**src/rtl/cnnip_conv_seq.sv**
```systemverilog
// Convolution address sequencer: walks every output window/tap of a single-channel 2D conv.
// Latency: first reads two cycles after start, tags one cycle after each read, writes MAC_LAT after mac_last.
// Backpressure: none; one tap per RUN cycle, abort flushes everything back to IDLE.
//
// Ports: start/abort/cfg_* from the controller; busy/done/err status; in_rd_*, w_rd_* memory reads;
// mac_* tags aligned with returning read data; out_wr_* feature-memory writes; perf_cycles counter.
// Optional feature: define CNNIP_SEQ_PERF_EN to build the saturating busy-cycle counter on perf_cycles.
module cnnip_conv_seq #(
    parameter int IMG_DIM = 16,
    parameter int ADDR_W  = 8,
    parameter int MAC_LAT = 2
) (
    input  logic              clk_a,
    input  logic              arstz_aq,
    input  logic              start,
    input  logic              abort,
    input  logic [7:0]        cfg_kernel_size,
    input  logic [1:0]        cfg_stride,
    input  logic              cfg_padding,
    output logic              busy,
    output logic              done,
    output logic              err,
    output logic              in_rd_en,
    output logic [ADDR_W-1:0] in_rd_addr,
    output logic              w_rd_en,
    output logic [ADDR_W-1:0] w_rd_addr,
    output logic              mac_valid,
    output logic              mac_zero,
    output logic              mac_first,
    output logic              mac_last,
    output logic              out_wr_en,
    output logic [ADDR_W-1:0] out_wr_addr,
    output logic [15:0]       perf_cycles
);

    typedef enum logic [2:0] {IDLE, LOAD, RUN, DRAIN, DONE} state_t;

    localparam logic signed [7:0] IMG_S = IMG_DIM[7:0];

    state_t state, state_nxt;

    logic [7:0]         k_cfg;
    logic [1:0]         s_cfg;
    logic [2:0]         p_cfg;
    logic [2:0]         p_new;
    logic [2:0]         kx, ky;
    logic signed [7:0]  ox0, oy0;
    logic signed [7:0]  k_s, s_s, p_s, lim, nx, ny, ix, iy;
    logic [7:0]         drain_cnt;
    logic [MAC_LAT-1:0] wr_pipe;
    logic [ADDR_W-1:0]  wr_addr;
    logic               start_acc, k_illegal, kx_end, ky_end, x_more, y_more;
    logic               last_tap, pad_tap, run;
    int                 lin;

    assign start_acc = (state == IDLE) && start && !abort;
    // Even sizes (including 0) and anything above 7 are rejected.
    assign k_illegal = !k_cfg[0] || (k_cfg > 8'd7);
    assign p_new     = cfg_padding ? ((cfg_kernel_size[2:0] - 3'd1) >> 1) : 3'd0;

    assign k_s = $signed({5'b0, k_cfg[2:0]});
    assign s_s = $signed({6'b0, s_cfg});
    assign p_s = $signed({5'b0, p_cfg});
    assign lim = IMG_S + p_s;
    assign nx  = ox0 + s_s;
    assign ny  = oy0 + s_s;
    // Window may advance along an axis while its far edge stays inside the padded image.
    assign x_more = (nx + k_s) <= lim;
    assign y_more = (ny + k_s) <= lim;

    assign kx_end   = (kx == k_cfg[2:0] - 3'd1);
    assign ky_end   = (ky == k_cfg[2:0] - 3'd1);
    assign run      = (state == RUN);
    assign last_tap = run && kx_end && ky_end && !x_more && !y_more;

    assign ix      = ox0 + $signed({5'b0, kx});
    assign iy      = oy0 + $signed({5'b0, ky});
    assign pad_tap = (ix < 0) || (ix >= IMG_S) || (iy < 0) || (iy >= IMG_S);
    assign lin     = int'(iy) * IMG_DIM + int'(ix);

    assign busy        = (state == LOAD) || run || (state == DRAIN);
    assign done        = (state == DONE);
    assign in_rd_en    = run && !pad_tap;
    assign in_rd_addr  = (run && !pad_tap) ? ADDR_W'(lin) : '0;
    assign w_rd_en     = run;
    assign w_rd_addr   = run ? ADDR_W'(int'(ky) * int'(k_cfg[2:0]) + int'(kx)) : '0;
    assign out_wr_en   = wr_pipe[MAC_LAT-1];
    assign out_wr_addr = wr_addr;

    always_ff @(posedge clk_a or negedge arstz_aq) begin
        if (!arstz_aq) state <= IDLE;
        else           state <= state_nxt;
    end

    always_comb begin
        state_nxt = state;
        case (state)
            IDLE:    if (start) state_nxt = LOAD;
            LOAD:    state_nxt = k_illegal ? DONE : RUN;
            RUN:     if (last_tap) state_nxt = DRAIN;
            DRAIN:   if (drain_cnt == 8'(MAC_LAT)) state_nxt = DONE;
            DONE:    state_nxt = IDLE;
            default: state_nxt = IDLE;
        endcase
        if (abort) state_nxt = IDLE;
    end

    // Configuration latch and tap/window walk.
    always_ff @(posedge clk_a or negedge arstz_aq) begin
        if (!arstz_aq) begin
            k_cfg <= '0;
            s_cfg <= '0;
            p_cfg <= '0;
            kx    <= '0;
            ky    <= '0;
            ox0   <= '0;
            oy0   <= '0;
        end else if (start_acc) begin
            k_cfg <= cfg_kernel_size;
            s_cfg <= (cfg_stride == 2'd0) ? 2'd1 : cfg_stride;
            p_cfg <= p_new;
            kx    <= '0;
            ky    <= '0;
            ox0   <= -$signed({5'b0, p_new});
            oy0   <= -$signed({5'b0, p_new});
        end else if (run) begin
            if (!kx_end) begin
                kx <= kx + 3'd1;
            end else begin
                kx <= '0;
                if (!ky_end) begin
                    ky <= ky + 3'd1;
                end else begin
                    ky <= '0;
                    if (x_more) begin
                        ox0 <= nx;
                    end else begin
                        ox0 <= -p_s;
                        if (y_more) oy0 <= ny;
                    end
                end
            end
        end
    end

    // Tag pipeline, write scheduling, status.
    always_ff @(posedge clk_a or negedge arstz_aq) begin
        if (!arstz_aq) begin
            mac_valid <= 1'b0;
            mac_zero  <= 1'b0;
            mac_first <= 1'b0;
            mac_last  <= 1'b0;
            wr_pipe   <= '0;
            wr_addr   <= '0;
            drain_cnt <= '0;
            err       <= 1'b0;
        end else if (abort) begin
            mac_valid <= 1'b0;
            mac_zero  <= 1'b0;
            mac_first <= 1'b0;
            mac_last  <= 1'b0;
            wr_pipe   <= '0;
            wr_addr   <= '0;
            drain_cnt <= '0;
            err       <= 1'b0;
        end else begin
            mac_valid <= run;
            mac_zero  <= run && pad_tap;
            mac_first <= run && (kx == 3'd0) && (ky == 3'd0);
            mac_last  <= run && kx_end && ky_end;
            wr_pipe   <= (wr_pipe << 1) | MAC_LAT'(mac_last);
            drain_cnt <= (state == DRAIN) ? drain_cnt + 8'd1 : 8'd0;
            if (out_wr_en) wr_addr <= wr_addr + 1'b1;
            if (start_acc) begin
                wr_addr <= '0;
                err     <= 1'b0;
            end else if ((state == LOAD) && k_illegal) begin
                err <= 1'b1;
            end
        end
    end

`ifdef CNNIP_SEQ_PERF_EN
    logic [15:0] perf_q;

    always_ff @(posedge clk_a or negedge arstz_aq) begin
        if (!arstz_aq)                      perf_q <= '0;
        else if (abort || start_acc)        perf_q <= '0;
        else if (busy && perf_q != 16'hFFFF) perf_q <= perf_q + 16'd1;
    end

    assign perf_cycles = perf_q;
`else
    assign perf_cycles = '0;
`endif

endmodule

```
**config.mk**
```make
export PLATFORM = sky130hd
export DESIGN_NAME = cnnip_conv_seq
export DESIGN_NICKNAME = d
export VERILOG_FILES = /design/src/rtl/cnnip_conv_seq.sv
export SDC_FILE = /design/constraint.sdc
export NUM_CORES = 1
export LEC_CHECK = 0
export CAP_MARGIN = 25
export CORE_MARGIN = 4
export CORE_UTILIZATION = 52
export CTS_BUF_LIST = sky130_fd_sc_hd__clkbuf_4
export DETAILED_ROUTE_END_ITERATION = 10
export PLACE_DENSITY = 0.79
export SYNTH_ARGS = -nofsm -noshare
export SYNTH_HDL_FRONTEND = slang
export SYNTH_SLANG_ARGS = --single-unit
```
**constraint.sdc**
```tcl
create_clock -name clk_a -period 3.8 [get_ports clk_a]
set_input_delay 0.76 -clock clk_a [delete_from_list [all_inputs] [get_ports clk_a]]
set_output_delay 0.76 -clock clk_a [all_outputs]
set_load 0.005 [all_outputs]
```
==> results.yml, run 1 <==
floorplan:
  ios: 65
  dieArea_um2: 10800
  die_h_um: 103.9
  rows: 34
  core_area_um2: 8848
  die_w_um: 103.9
  start_util_pct: 54.07
critical_path:
  cp.required_ns: 3.04
  cp-start-kind: "flip-flop"
  critPathCaptureType: "output pin"
  path_common_cell: "fa_1"
  max_stage_delay_ns: 0.54
  critPathArrivalTime_ns: 3.11
  worst_path_max_delay_cell: "fa_1"
  worst-path-max-fanout: 3
  timing.rr.start: "ox0[0]$_DFFE_PN0P_"
  critPathLaunch: "ky[0]$_DFFE_PN0P_"
  path_class: "reg -> out"
  cp_cell_sequence: "nand2_2 > fa_1 > fa_1 > inv_1 > ha_1 > a21o_1 > a21oi_2 > buf_4 > xor2_1 > nor2_1 > buf_2"
synth:
  synth-seq-area-share_pct: 31.38
  synth_top_area_share_pct: 31.38
  synth_edf_count: 0
  synth.area.top_cells: "dfrtp_1, ha_1, nand2_1"
  synth_cells: 535
  async_flop_share_pct: 100.0
  synth_cell_types: 71
  synth_seq_cells: 60
  synth_commonest_cells: "nand2_1, dfrtp_1, nor2_1"
  ys.flop_type: "dfrtp_1"
  synth_top_area_cell: "dfrtp_1"
  synth.most_common_cell: "nand2_1"
  yosysWarnings: 0
  synth.avg_cell_area_um2: 8.943
  syn_area_um2: 4785
pwr:
  clkPwrFrac_pct: 13.9
  leakage_nw: 2.895
  total_power_mw: 3.440
  power.internal_mw: 1.923
  vdd_drop_max_mv: 0.2836
  p_sw_mw: 1.518
  power_density_nw_per_um2: 571.0
  power_frac_comb_pct: 60.5
  pwr-share-seq_pct: 25.6
  p_sw_share_pct: 44.12
drt:
  dr.pass1.iters: 5
  antenna_left: 0
  drtIter0Drc: 246
  avgViaCountPerCell: 5.724
  totalWireLength_um: 12580
  wl_per_cell_um: 16.84
  via_count: 4276
  drc: 0
sta:
  finalHoldViolCount: 0
  period_share_pct: 101.8
  setup_viol_count_final: 7
  fmax_mhz: 258.4
  drv_slew: 0
  setup_ws_ns: -0.06928
  relSlewSlack_pct: 44.91
  finClkSkew_ns: 0.02137
  tightest_slew_ns: 0.8264
  rsz0062_at_grt: "yes"
  min_period_ns: 3.869
  tns_ns: -0.2716
hold_path:
  hp-class: "in -> async"
global_routing:
  antenna_found_initial: 0
  grt_pass1_vias: 4145
  grt_pass1_wl_um: 20180
  globalRoute.totalOverflow: 0
  gr-usage-all-layers_pct: 22.56
  grt_max_degree: 37
cells_and_area:
  final_layout_size_suffix_gt1_share_pct: 22.54
  syn_to_final_growth_pct: 25.94
  n_fill_cell: 669
  finalNetCount: 704
  postLayoutCoreUtil_pct: 68.10
  antenna_cells: 0
placement:
  gp_congestion: 0.8942
  port_buffers: 47
  dp_hpwl_um: 8881
clock_network:
  root_buffer: "clkbuf_4"
  clock-sinks: 60
  clock_insertion_delay_worst_skew_ns: 0.42
  path_clk_slew_ns: 0.13
  htreeDepth: 3
  cts_buffer_depth: 2
  cts_hold_buf: 0
  cts_tree: "yes"
  numCtsBuffers: 9
status:
  status: "finished with violations"
  violations: "negative setup slack"
run:
  drv_cap: 0
## logic make-up (layout without fill, tap and decap cells)
family,count (synthesis),after routing,share of synthesized area (%)
AO/OA/AOI/OAI,88,88,13.18
XOR/XNOR,47,47,8.761
adder cells (fa/ha/maj),55,55,15.95
buffers and inverters,69,157,7.269
flip-flops,60,60,31.38
multiplexers,11,11,2.484
other,1,17,0.07838
AND/OR/NAND/NOR,204,204,20.89
## stage by stage
stage / hold slack, ns / cell area (um^2) / worst slack, ns / cells
2_1_floorplan: 0.4370 / 4845 / 0.2597 / 551
3_3_place_gp: 0.4496 / 5494 / 0.05335 / 704
3_5_place_dp: 0.4586 / 5494 / -0.1259 / 704
4_1_cts: 0.4309 / 5803 / -0.1262 / 736
5_1_grt: 0.4620 / 6026 / -0.2007 / 747
6_report: 0.4217 / 6026 / -0.06928 / 747
## final cells by class
cell class,instances,area [um^2],share of cell area (%)
clock buffers,9,67.56,1.121
multi-input cells,422,3193,52.99
flip-flops and latches,60,1504,24.96
clock inverters,7,73.82,1.225
well taps,108,135.1,2.243
inverters,33,123.9,2.056
repair buffers,108,928.4,15.41
## metal layers
metal	global-route usage, %	vias to the layer above	wire length [um]	part of all wire (%)
met2	37.93	170	6353	51
li1	-	2008	-	-
met4	6.743	0	202	1.6
met3	3.104	22	771	6.1
met5	0	-	0	0
met1	30.37	2076	5248	42
## worst max-delay path, delay by kind of cell (launching register included)
| kind | cells | cell delay [ns] |
|---|---|---|
| adders and majority gates | 3 | 1.34 |
| DFF | 1 | 0.43 |
| AOI/OAI and AO/OA | 2 | 0.32 |
| buffers and inverters | 3 | 0.30 |
| and+or+nand+nor | 2 | 0.14 |
| xor gates and xnor gates | 1 | 0.14 |
## state kept, by name, summed over array words and instances, names as in the netlist, 2 cells and up
register	cells
out_wr_addr	8
s_cfg	2
kx	3
ky	3
state	3
k_cfg	8
oy0	8
p_cfg	2
drain_cnt	8
wr_pipe	2
ox0	8
## final timing paths
check	slack [ns]	to	cells past startpoint
max in group asynchronous	2.49	k_cfg[0]$_DFFE_PN0P_	2
worst max register to register	-0.05	oy0[5]$_DFFE_PN0P_	16
worst min register to register	0.48	wr_pipe[1]$_DFF_PN0_	1
min in group clk_a	0.48	wr_pipe[1]$_DFF_PN0_	1
worst max-delay path	-0.07	w_rd_addr[4]	11
worst min-delay path	0.42	wr_pipe[1]$_DFF_PN0_	1
## power by group through the flow
stage / clock [mW] / combinational, mW / sequential [mW]
4_1_cts: 0.481 / 1.89 / 0.861
2_1_floorplan: 0 / 1.33 / 0.813
5_1_grt: 0.519 / 2.27 / 0.896
3_5_place_dp: 0 / 1.80 / 0.874
6_report: 0.478 / 2.08 / 0.882
3_3_place_gp: 0 / 1.71 / 0.869
## repair_timing
| item | 4_1_cts | 5_1_grt |
|---|---|---|
| endpoints found under the setup margin | 15 | 24 |
| buffers inserted | 17 | 12 |
| gates resized for setup | 40 | 61 |
| pin swaps | 20 | 43 |
| cloned | 0 | 1 |
## placed cells by master (no fill, tap or decap), drive strengths merged, types with 8 or more instances in the layout
master         count
ha                45
conb              17
nand2             62
dfrtp             60
and2               8
nor3               8
o21ai             18
fa                10
inv               34
nand3             19
a21oi             18
xor2              26
nor2              60
and3               9
clkdlybuf4s50     32
xnor2             21
nor2b             10
a21o              11
buf               68
clkbuf            14
(Power assumes the default switching activity.)
==> run 2: changes to the inputs <==
Settings changed: HOLD_SLACK_MARGIN set to 0.03, SLEW_MARGIN set to 10.
==> results of run 2 <==
Same layout as run 1: the final DEF is identical, and so are final timing and power.
